<file path="src/rtl/mac_op_sequencer_pkg.sv">
// Shared constants for the MAC operand sequencer: cfg bit indices,
// lane-mode encodings and sequencer state encodings.
package mac_op_sequencer_pkg;

    localparam int CFG_SIGNED = 3;
    localparam int CFG_MAC    = 2;

    localparam logic [1:0] MODE_SINGLE = 2'b00;
    localparam logic [1:0] MODE_DUAL   = 2'b01;
    localparam logic [1:0] MODE_QUAD   = 2'b10;

    typedef enum logic [1:0] {
        ST_IDLE   = 2'd0,
        ST_RUN    = 2'd1,
        ST_DRAIN  = 2'd2,
        ST_SWITCH = 2'd3
    } seq_state_e;

endpackage

</file>
<file path="src/rtl/mac_op_sequencer_shadow_pipe.sv">
// {vld,last} shadow of the MAC datapath pipeline; shifts only when enabled.
module mac_seq_shadow_pipe #(
    parameter int DEPTH = 3
) (
    input  logic clk,
    input  logic rst_ni,
    input  logic en_i,
    input  logic vld_i,
    input  logic last_i,
    output logic empty_o,
    output logic tail_vld_o,
    output logic tail_last_o
);

    logic [DEPTH-1:0] vld_q, vld_d;
    logic [DEPTH-1:0] last_q, last_d;

    always_comb begin
        vld_d     = '0;
        last_d    = '0;
        vld_d[0]  = vld_i;
        last_d[0] = last_i;
        for (int i = 1; i < DEPTH; i++) begin
            vld_d[i]  = vld_q[i-1];
            last_d[i] = last_q[i-1];
        end
    end

    always_ff @(posedge clk or negedge rst_ni) begin
        if (!rst_ni) begin
            vld_q  <= '0;
            last_q <= '0;
        end else if (en_i) begin
            vld_q  <= vld_d;
            last_q <= last_d;
        end
    end

    assign empty_o     = ~|vld_q;
    assign tail_vld_o  = vld_q[DEPTH-1];
    assign tail_last_o = last_q[DEPTH-1];

endmodule

</file>
<file path="src/rtl/mac_op_sequencer.sv">
// Front-end sequencer for the configurable MAC datapath.
// Define MAC_SEQ_PERF_EN to add the perf_busy_cyc/perf_stall_cyc counters.
module mac_op_sequencer
    import mac_op_sequencer_pkg::*;
#(
    parameter int MAC_CONF_WIDTH = 4,
    parameter int MAC_MIN_WIDTH  = 8,
    parameter int MAC_OPND_WIDTH = 4 * MAC_MIN_WIDTH,
    parameter int MAC_PIPE_DEPTH = 3,
    parameter int MAC_CNT_WIDTH  = 16
) (
    input  logic                      clk,
    input  logic                      rst,
    input  logic                      req_valid,
    output logic                      req_ready,
    input  logic [MAC_CONF_WIDTH-1:0] req_cfg,
    input  logic [MAC_OPND_WIDTH-1:0] req_a,
    input  logic [MAC_OPND_WIDTH-1:0] req_b,
    input  logic                      req_last,
    output logic                      dp_en,
    output logic [MAC_CONF_WIDTH-1:0] dp_cfg,
    output logic [MAC_OPND_WIDTH-1:0] dp_a,
    output logic [MAC_OPND_WIDTH-1:0] dp_b,
    output logic                      dp_vld,
    output logic                      dp_acc_clr,
    output logic                      res_valid,
    input  logic                      res_ready,
    output logic                      busy,
    output logic [MAC_CNT_WIDTH-1:0]  beat_cnt,
`ifdef MAC_SEQ_PERF_EN
    output logic [31:0]               perf_busy_cyc,
    output logic [31:0]               perf_stall_cyc,
`endif
    output logic                      cfg_err
);

    seq_state_e state_q, state_d;

    logic                      alive_q;
    logic [MAC_CONF_WIDTH-1:0] dp_cfg_q, pend_cfg_q, pend_cfg_d;
    logic [MAC_OPND_WIDTH-1:0] dp_a_q, dp_b_q;
    logic                      dp_vld_q, dp_last_q, dp_clr_q;
    logic [MAC_CNT_WIDTH-1:0]  cnt_q, cnt_d;
    logic                      err_q, err_d;

    logic stall, en, issue, first, close, cfg_diff, inflight;
    logic pipe_empty, tail_vld, tail_last;

    mac_seq_shadow_pipe #(
        .DEPTH(MAC_PIPE_DEPTH)
    ) u_shadow (
        .clk         (clk),
        .rst_ni      (rst),
        .en_i        (en),
        .vld_i       (dp_vld_q),
        .last_i      (dp_last_q),
        .empty_o     (pipe_empty),
        .tail_vld_o  (tail_vld),
        .tail_last_o (tail_last)
    );

    assign res_valid = tail_vld & tail_last;
    assign stall     = res_valid & ~res_ready;
    // alive_q keeps ready/enable low while reset is held
    assign en        = ~stall & alive_q;
    assign cfg_diff  = req_cfg != dp_cfg_q;
    assign close     = ~dp_cfg_q[CFG_MAC] | req_last;
    assign inflight  = dp_vld_q | ~pipe_empty;

    always_comb begin
        state_d    = state_q;
        pend_cfg_d = pend_cfg_q;
        req_ready  = 1'b0;
        issue      = 1'b0;
        first      = 1'b0;
        unique case (state_q)
            ST_IDLE: if (en) begin
                if (req_valid && cfg_diff) begin
                    pend_cfg_d = req_cfg;
                    state_d    = ST_DRAIN;
                end else begin
                    req_ready = 1'b1;
                    issue     = req_valid;
                    first     = req_valid;
                    if (req_valid && !close) state_d = ST_RUN;
                end
            end
            ST_RUN: if (en) begin
                req_ready = 1'b1;
                issue     = req_valid;
                if (req_valid && close) state_d = ST_IDLE;
            end
            ST_DRAIN: if (!inflight && !res_valid) state_d = ST_SWITCH;
            ST_SWITCH: state_d = ST_IDLE;
        endcase

        cnt_d = cnt_q;
        if (issue) begin
            if (first)       cnt_d = MAC_CNT_WIDTH'(1);
            else if (~&cnt_q) cnt_d = cnt_q + 1'b1;
        end else if (en && state_q == ST_IDLE) begin
            cnt_d = '0;
        end
        err_d = err_q | (issue & ~first & cfg_diff);
    end

    always_ff @(posedge clk or negedge rst) begin
        if (!rst) begin
            alive_q    <= 1'b0;
            state_q    <= ST_IDLE;
            pend_cfg_q <= '0;
            dp_cfg_q   <= '0;
            dp_a_q     <= '0;
            dp_b_q     <= '0;
            dp_vld_q   <= 1'b0;
            dp_last_q  <= 1'b0;
            dp_clr_q   <= 1'b0;
            cnt_q      <= '0;
            err_q      <= 1'b0;
        end else begin
            alive_q    <= 1'b1;
            state_q    <= state_d;
            pend_cfg_q <= pend_cfg_d;
            cnt_q      <= cnt_d;
            err_q      <= err_d;
            if (state_q == ST_SWITCH) dp_cfg_q <= pend_cfg_q;
            if (en) begin
                dp_vld_q  <= issue;
                dp_last_q <= issue & close;
                dp_clr_q  <= issue & first;
                if (issue) begin
                    dp_a_q <= req_a;
                    dp_b_q <= req_b;
                end
            end
        end
    end

    assign dp_en      = en;
    assign dp_cfg     = dp_cfg_q;
    assign dp_a       = dp_a_q;
    assign dp_b       = dp_b_q;
    assign dp_vld     = dp_vld_q;
    assign dp_acc_clr = dp_clr_q;
    assign beat_cnt   = cnt_q;
    assign cfg_err    = err_q;
    assign busy       = (state_q != ST_IDLE) | inflight | res_valid;

`ifdef MAC_SEQ_PERF_EN
    logic [31:0] pbusy_q, pstall_q;

    always_ff @(posedge clk or negedge rst) begin
        if (!rst) begin
            pbusy_q  <= '0;
            pstall_q <= '0;
        end else begin
            if (busy) pbusy_q <= pbusy_q + 1'b1;
            if (stall || state_q == ST_DRAIN || state_q == ST_SWITCH)
                pstall_q <= pstall_q + 1'b1;
        end
    end

    assign perf_busy_cyc  = pbusy_q;
    assign perf_stall_cyc = pstall_q;
`endif

endmodule

</file>
<file path="config.mk">
export PLATFORM = sky130hd
export DESIGN_NAME = mac_op_sequencer
export DESIGN_NICKNAME = d
export VERILOG_FILES = /design/src/rtl/mac_op_sequencer_pkg.sv /design/src/rtl/mac_op_sequencer_shadow_pipe.sv /design/src/rtl/mac_op_sequencer.sv
export SDC_FILE = /design/constraint.sdc
export NUM_CORES = 1
export LEC_CHECK = 0
export CORE_ASPECT_RATIO = 0.5
export CORE_MARGIN = 2
export CORE_UTILIZATION = 44
export DETAILED_ROUTE_END_ITERATION = 16
export HOLD_SLACK_MARGIN = 0.02
export PLACE_DENSITY = 0.8
export SLEW_MARGIN = 20
export SYNTH_ARGS = -nofsm -noshare
export SYNTH_HDL_FRONTEND = slang
export SYNTH_HIERARCHICAL = 1
export SYNTH_SLANG_ARGS = --single-unit
</file>
<file path="constraint.sdc">
create_clock -name clk -period 2.8 [get_ports clk]
set_clock_uncertainty 0.2 [all_clocks]
set_input_delay 0.84 -clock clk [delete_from_list [all_inputs] [get_ports clk]]
set_output_delay 0.84 -clock clk [all_outputs]
set_load 0.05 [all_outputs]
</file>
## Word level (Yosys, flattened, before mapping)

Index checks and enable logic that the tools add are counted.

- Flip-flop bits (word level): 101
- ROM bits: 0
- Word-level logic and storage cells: 77
- Memory bits (writable): 0
- Bits in latches: 0
- Memories: 0
- Output and inout bits: 91

- Divide/modulo/power cells: 0
- Shift operators: 0
- Bitwise logic cells: 16
- Multiply operators: 0
- Muxes and demuxes: 20
- $add $sub $neg: 1
- Equal/unequal tests: 10
- Reductions and logical operators: 17
- Magnitude comparators: 0

Operators by type and width:

| kind | count |
|---|---|
| 16-bit two-way mux | 4 |
| 16-bit by 1-bit adder with 16-bit output, second input constant | 1 |
| 16-bit AND reduction | 1 |
| 2-bit two-way mux | 6 |
| 2-bit != test, second input constant | 4 |
| 2-bit case mux with 4 select lines | 1 |
| 1-bit AND | 7 |
| 1-bit two-way mux | 7 |
| 3-bit != test, second input constant | 2 |
| 1-bit logical AND | 5 |
| 1-bit OR | 5 |
| 5-bit AND reduction | 1 |
| 2-bit == test, second input constant | 2 |
| 4-bit != test | 1 |
| 1-bit inverter | 4 |
| 1-bit case mux with 2 select lines | 2 |
| 2-bit AND reduction | 2 |
| 2-bit nonzero test | 2 |
| 1-bit logical NOT | 3 |
| 3-bit AND reduction | 1 |
| 3-bit OR reduction | 1 |
| 2-bit by 1-bit == test with 1-bit output, second input constant | 1 |
| 2-bit logical NOT | 1 |

## Longest topological paths before layout

- Depth in word-level cells: 10
- Gate-level depth with buffers: 6

## Modules after synthesis

The synthesis kept the hierarchy.

By module, submodules not included:

| module | cells each | times used | seq. area each (um^2) | area each (um^2) |
|---|---|---|---|---|
| mac_op_sequencer | 313 | 1 | 2,377.3 | 4,096.4 |
| mac_seq_shadow_pipe | 14 | 1 | 150.1 | 256.5 |

## Worst setup path after synthesis

Ideal clock, no wire load.

- Path type: input to output
- From: input req_cfg[0]
- To: output req_ready
- Path slack: -0.760 ns
- Arrival time: 2.520 ns
- Stages: 3
- Path buffers: 0
- Cell sequence: xnor2_1 -> nand4_1 -> a311oi_1

- Longest elaborated chain between the ends: 5

Ends and longest elaborated chain:

| element | line | text |
|---|---|---|
| start, declared | mac_op_sequencer.sv:16 | `input logic [MAC_CONF_WIDTH-1:0] req_cfg,` |
| 4-bit != test | mac_op_sequencer.sv:66 | `assign cfg_diff = req_cfg != dp_cfg_q;` |
| 1-bit logical AND | mac_op_sequencer.sv:78 | `if (req_valid && cfg_diff) begin` |
| 1-bit two-way mux | mac_op_sequencer.sv:78 |  |
| 1-bit two-way mux | mac_op_sequencer.sv:77 | `ST_IDLE: if (en) begin` |
| 1-bit case mux with 2 select lines | mac_op_sequencer.sv:76 | `unique case (state_q)` |
| end, declared | mac_op_sequencer.sv:15 | `output logic req_ready,` |

Every way passes these cells.

## Worst setup path in the final report

Ends and elaborated chain as after synthesis.

==> summary.md <==
| Metric | Value |
|---|---|
| Status | complete, but fails checks |
| Violated checks | setup timing |
| Final Non-Filler Cells | 667 |
| Die X | 145 um |
| Final hold vios | 0 |
| Initial drt markers | 178 |
| Worst path max stage delay | 0.34 ns |
| Area Growth Syn to Fin | 59.4% |
| Multi-input logic area | 1780 um^2 |
| Clk Latency, worst-skew pair | 0.34 ns |
| Fillers | 650 |
| Commonest non-fill, non-tap cells in the layout | clkdlybuf4s50_1 (152), dfrtp_1 (101), mux2_2 (71) |
| DP Area | 6450 um^2 |
| Via density per instance | 5.17 |
| First-pass GRT wire length | 18.1 mm |
| Crit path DAT | 1.78 ns |
| Gr usage total | 22.1% |
| Post-Synth XOR/XNOR Area | 0.805% |
| I/O pins | 164 |
| Slew headroom | 60.8% |
| Primary FF master, synth | dfrtp_1 |
| Actual slew at the worst max-slew pin | 0.583 ns |
| CTS tree | yes |
| Final max-slew violation count | 0 |
| Vias in the first global route | 3,430 |
| Fmax | 355 MHz |
| Clk slew on worst S/H paths | 0.07 ns |
| Avg Inst Size Synth | 13.3 um^2 |
| Longest Clk Path Bufs | 2 |
| Final setup violating endpoints | 1 |
| Total grt overflow | 0 |
| Hold crit path type | in -> async |
| Pin count of the biggest net entering global routing | 35 |
| VDD IR-drop max | 0.772 mV |
| Final Cell Area | 6940 um^2 |
| RSZ-0062 raised after global routing | yes |
| Nets | 601 |
| Share of layout cells above drive strength 1 | 29.1% |
| Router iterations before antenna repair | 4 |
| Core Rows | 25 |
| FFs w/ async S/R, synth | 100% |
| Main combinational cell family by area after synthesis | multiplexers |
| CP Capture Type | output port |
| Post-synthesis adder-cell area fraction | 0.287% |
| Mapped Area | 4350 um^2 |
| Clk sinks | 101 |
| DP HPWL | 8.10 mm |
| Simple-Gate Fraction of Synth Area | 9.66% |
| Placer Congestion | 0.916 |
| Drt drc | 0 |
| Die H | 74.3 um |
| Starting density of the core | 45.6% |
| ANT nets after route | 0 |
| Wire per inst | 18.0 um |
| Slowest cell on crit path | a311oi_4 |
| Dpl cells | 642 |
| Cells after Synth | 327 |
| Core ar. | 9540 um^2 |
| Logic pwr share | 53.0% |
| CTS Hold Bufs | 0 |
| Post-synth EDFFs | 0 |
| Sw power | 3.60 mW |
| P_leak | 2.96 nW |
| H-tree levels | 3 |
| Die area | 10,800 um^2 |
| Crit share post-route | 101% |
| Initial antenna violation count | 0 |
| CTS root buf | clkbuf_16 |
| Sw frac | 43.5% |
| Sequential share of power | 29.6% |
| Final WL | 12.0 mm |
| CP required | 1.76 ns |
| Synth warn | 6 |
| Post-synthesis sequential area ratio | 58.1% |
| Final Power | 8.28 mW |
| Clock share of power | 17.4% |
| Complex-gate fraction of the synthesized area | 6.87% |
| Crit Path Category | in -> out |
| IO buf count | 163 |
| Register bit total from synthesis | 101 |
| Syn nets | 401 |
| Crit-path max FO | 2 |
| Final worst slack | -0.0194 ns |
| Max-Cap Viols | 0 |
| Minimum clock period after layout | 2.82 ns |
| CP startpoint kind | input port |
| Internal power | 4.68 mW |
| Seq. cell area | 2530 um^2 |
| Via count | 3,446 |
| Commonest non-fill, non-tap cell in the layout | clkdlybuf4s50_1 |
| Power Density | 1190 nW/um^2 |
| Cells along the critical path | buf_6 > xnor2_2 > nand4_1 > a311oi_4 > buf_12 |
| Setup TNS | -0.0194 ns |
| N_diodes | 0 |
| Mux share of post-synthesis cell area | 21.6% |
| Num CTS Buffers | 9 |
| Post-synth cell types | 45 |
-- power groups by stage --
stage / Clock (mW) / Combinational, mW / Sequential [mW]
after global placement: 0 / 4.27 / 2.42
after detailed placement: 0 / 4.31 / 2.45
after floorplan: 0 / 0.972 / 4.20
after CTS: 1.47 / 4.36 / 2.44
final: 1.44 / 4.39 / 2.45
after global routing: 1.53 / 4.55 / 2.53
-- worst max-delay path: cells and delay by family --
family	cells	cell delay, ns
buffers and inverters	2	0.28
AOI/OAI and AO/OA	1	0.34
and+or+nand+nor	1	0.18
xor gates and xnor gates	1	0.14
-- sequential cells by signal, summed over array words and instances, names as in the netlist --
signal	count
state_q	2
u_shadow/vld_q	3
u_shadow/last_q	3
dp_a	32
dp_acc_clr	1
cfg_err	1
beat_cnt	16
alive_q	1
pend_cfg_q	4
dp_vld	1
dp_b	32
dp_last_q	1
dp_cfg	4
-- Yosys cell counts, drive strengths merged (3+ instances only) --
cell	instances	area, um^2
dfrtp	101	2530
mux2	78	901
nand2	17	63.8
nand3	11	60.1
buf	9	61.3
inv	9	33.8
nor2	9	33.8
nand2b	8	50.1
a21oi	6	30.0
clkbuf	5	18.8
or4	5	37.5
and3	4	25.0
mux2i	4	40.0
nor3	4	20.0
nor4	4	25.0
xnor2	4	35.0
a21o	3	22.5
a31oi	3	18.8
o221ai	3	26.3
o41ai	3	26.3
or2	3	18.8
-- layout make-up --
type                       instances  share of cell area [%]
timing repair buffer             203                    30.0
multi-input combinational        203                    25.6
clock buffer                      10                    3.44
inverter                           9                   0.487
clock inverter                     6                    1.57
tap                              135                    2.43
sequential                       101                    36.4
-- metal layers --
metal / vias up / GRT usage [%] / share of wire [%]
met4: 0 / 6.15 / 1.4
met5: - / 0 / 0
li1: 1602 / - / -
met3: 16 / 5.60 / 4.3
met2: 98 / 39.5 / 54
met1: 1730 / 27.3 / 40
-- metrics by stage --
step           setup slack, ns  hold WS (ns)  util (%)
2_1_floorplan           -0.121         0.273         -
3_3_place_gp            -0.408         0.240      67.6
3_5_place_dp            -0.432         0.277      67.6
4_1_cts                -0.0462         0.223      71.6
5_1_grt                -0.0726         0.231      72.7
6_report               -0.0194         0.218      72.7
-- worst paths after layout --
check	start	endpoint	slack [ns]	cells past startpoint
max	req_cfg[0]	req_ready	-0.02	5
min	rst	dp_a[2]	0.22	1
max reg2reg	dp_cfg[2]	dp_b[22]	0.23	8
min reg2reg	cfg_err	cfg_err	0.28	1
max in group asynchronous	rst	beat_cnt[15]	1.54	2
min in group clk	cfg_err	cfg_err	0.28	1
-- what timing repair did --
item | CTS | global route
endpoints found under the setup margin | 60 | 61
setup buffers | 3 | 4
pin swaps | 5 | 3
resized for setup | 26 | 2
cloned | 0 | 4
-- cells by family (layout without fill, tap and decap cells) --
family | Yosys count | count (layout)
flip-flops | 101 | 101
multiplexers | 82 | 82
AND/OR/NAND/NOR | 76 | 76
AO/OA/AOI/OAI | 39 | 39
buffers and inverters | 23 | 228
XOR/XNOR | 4 | 4
adder cells (fa/ha/maj) | 1 | 1
other | 1 | 1
Power figures use the tool's default switching activity.
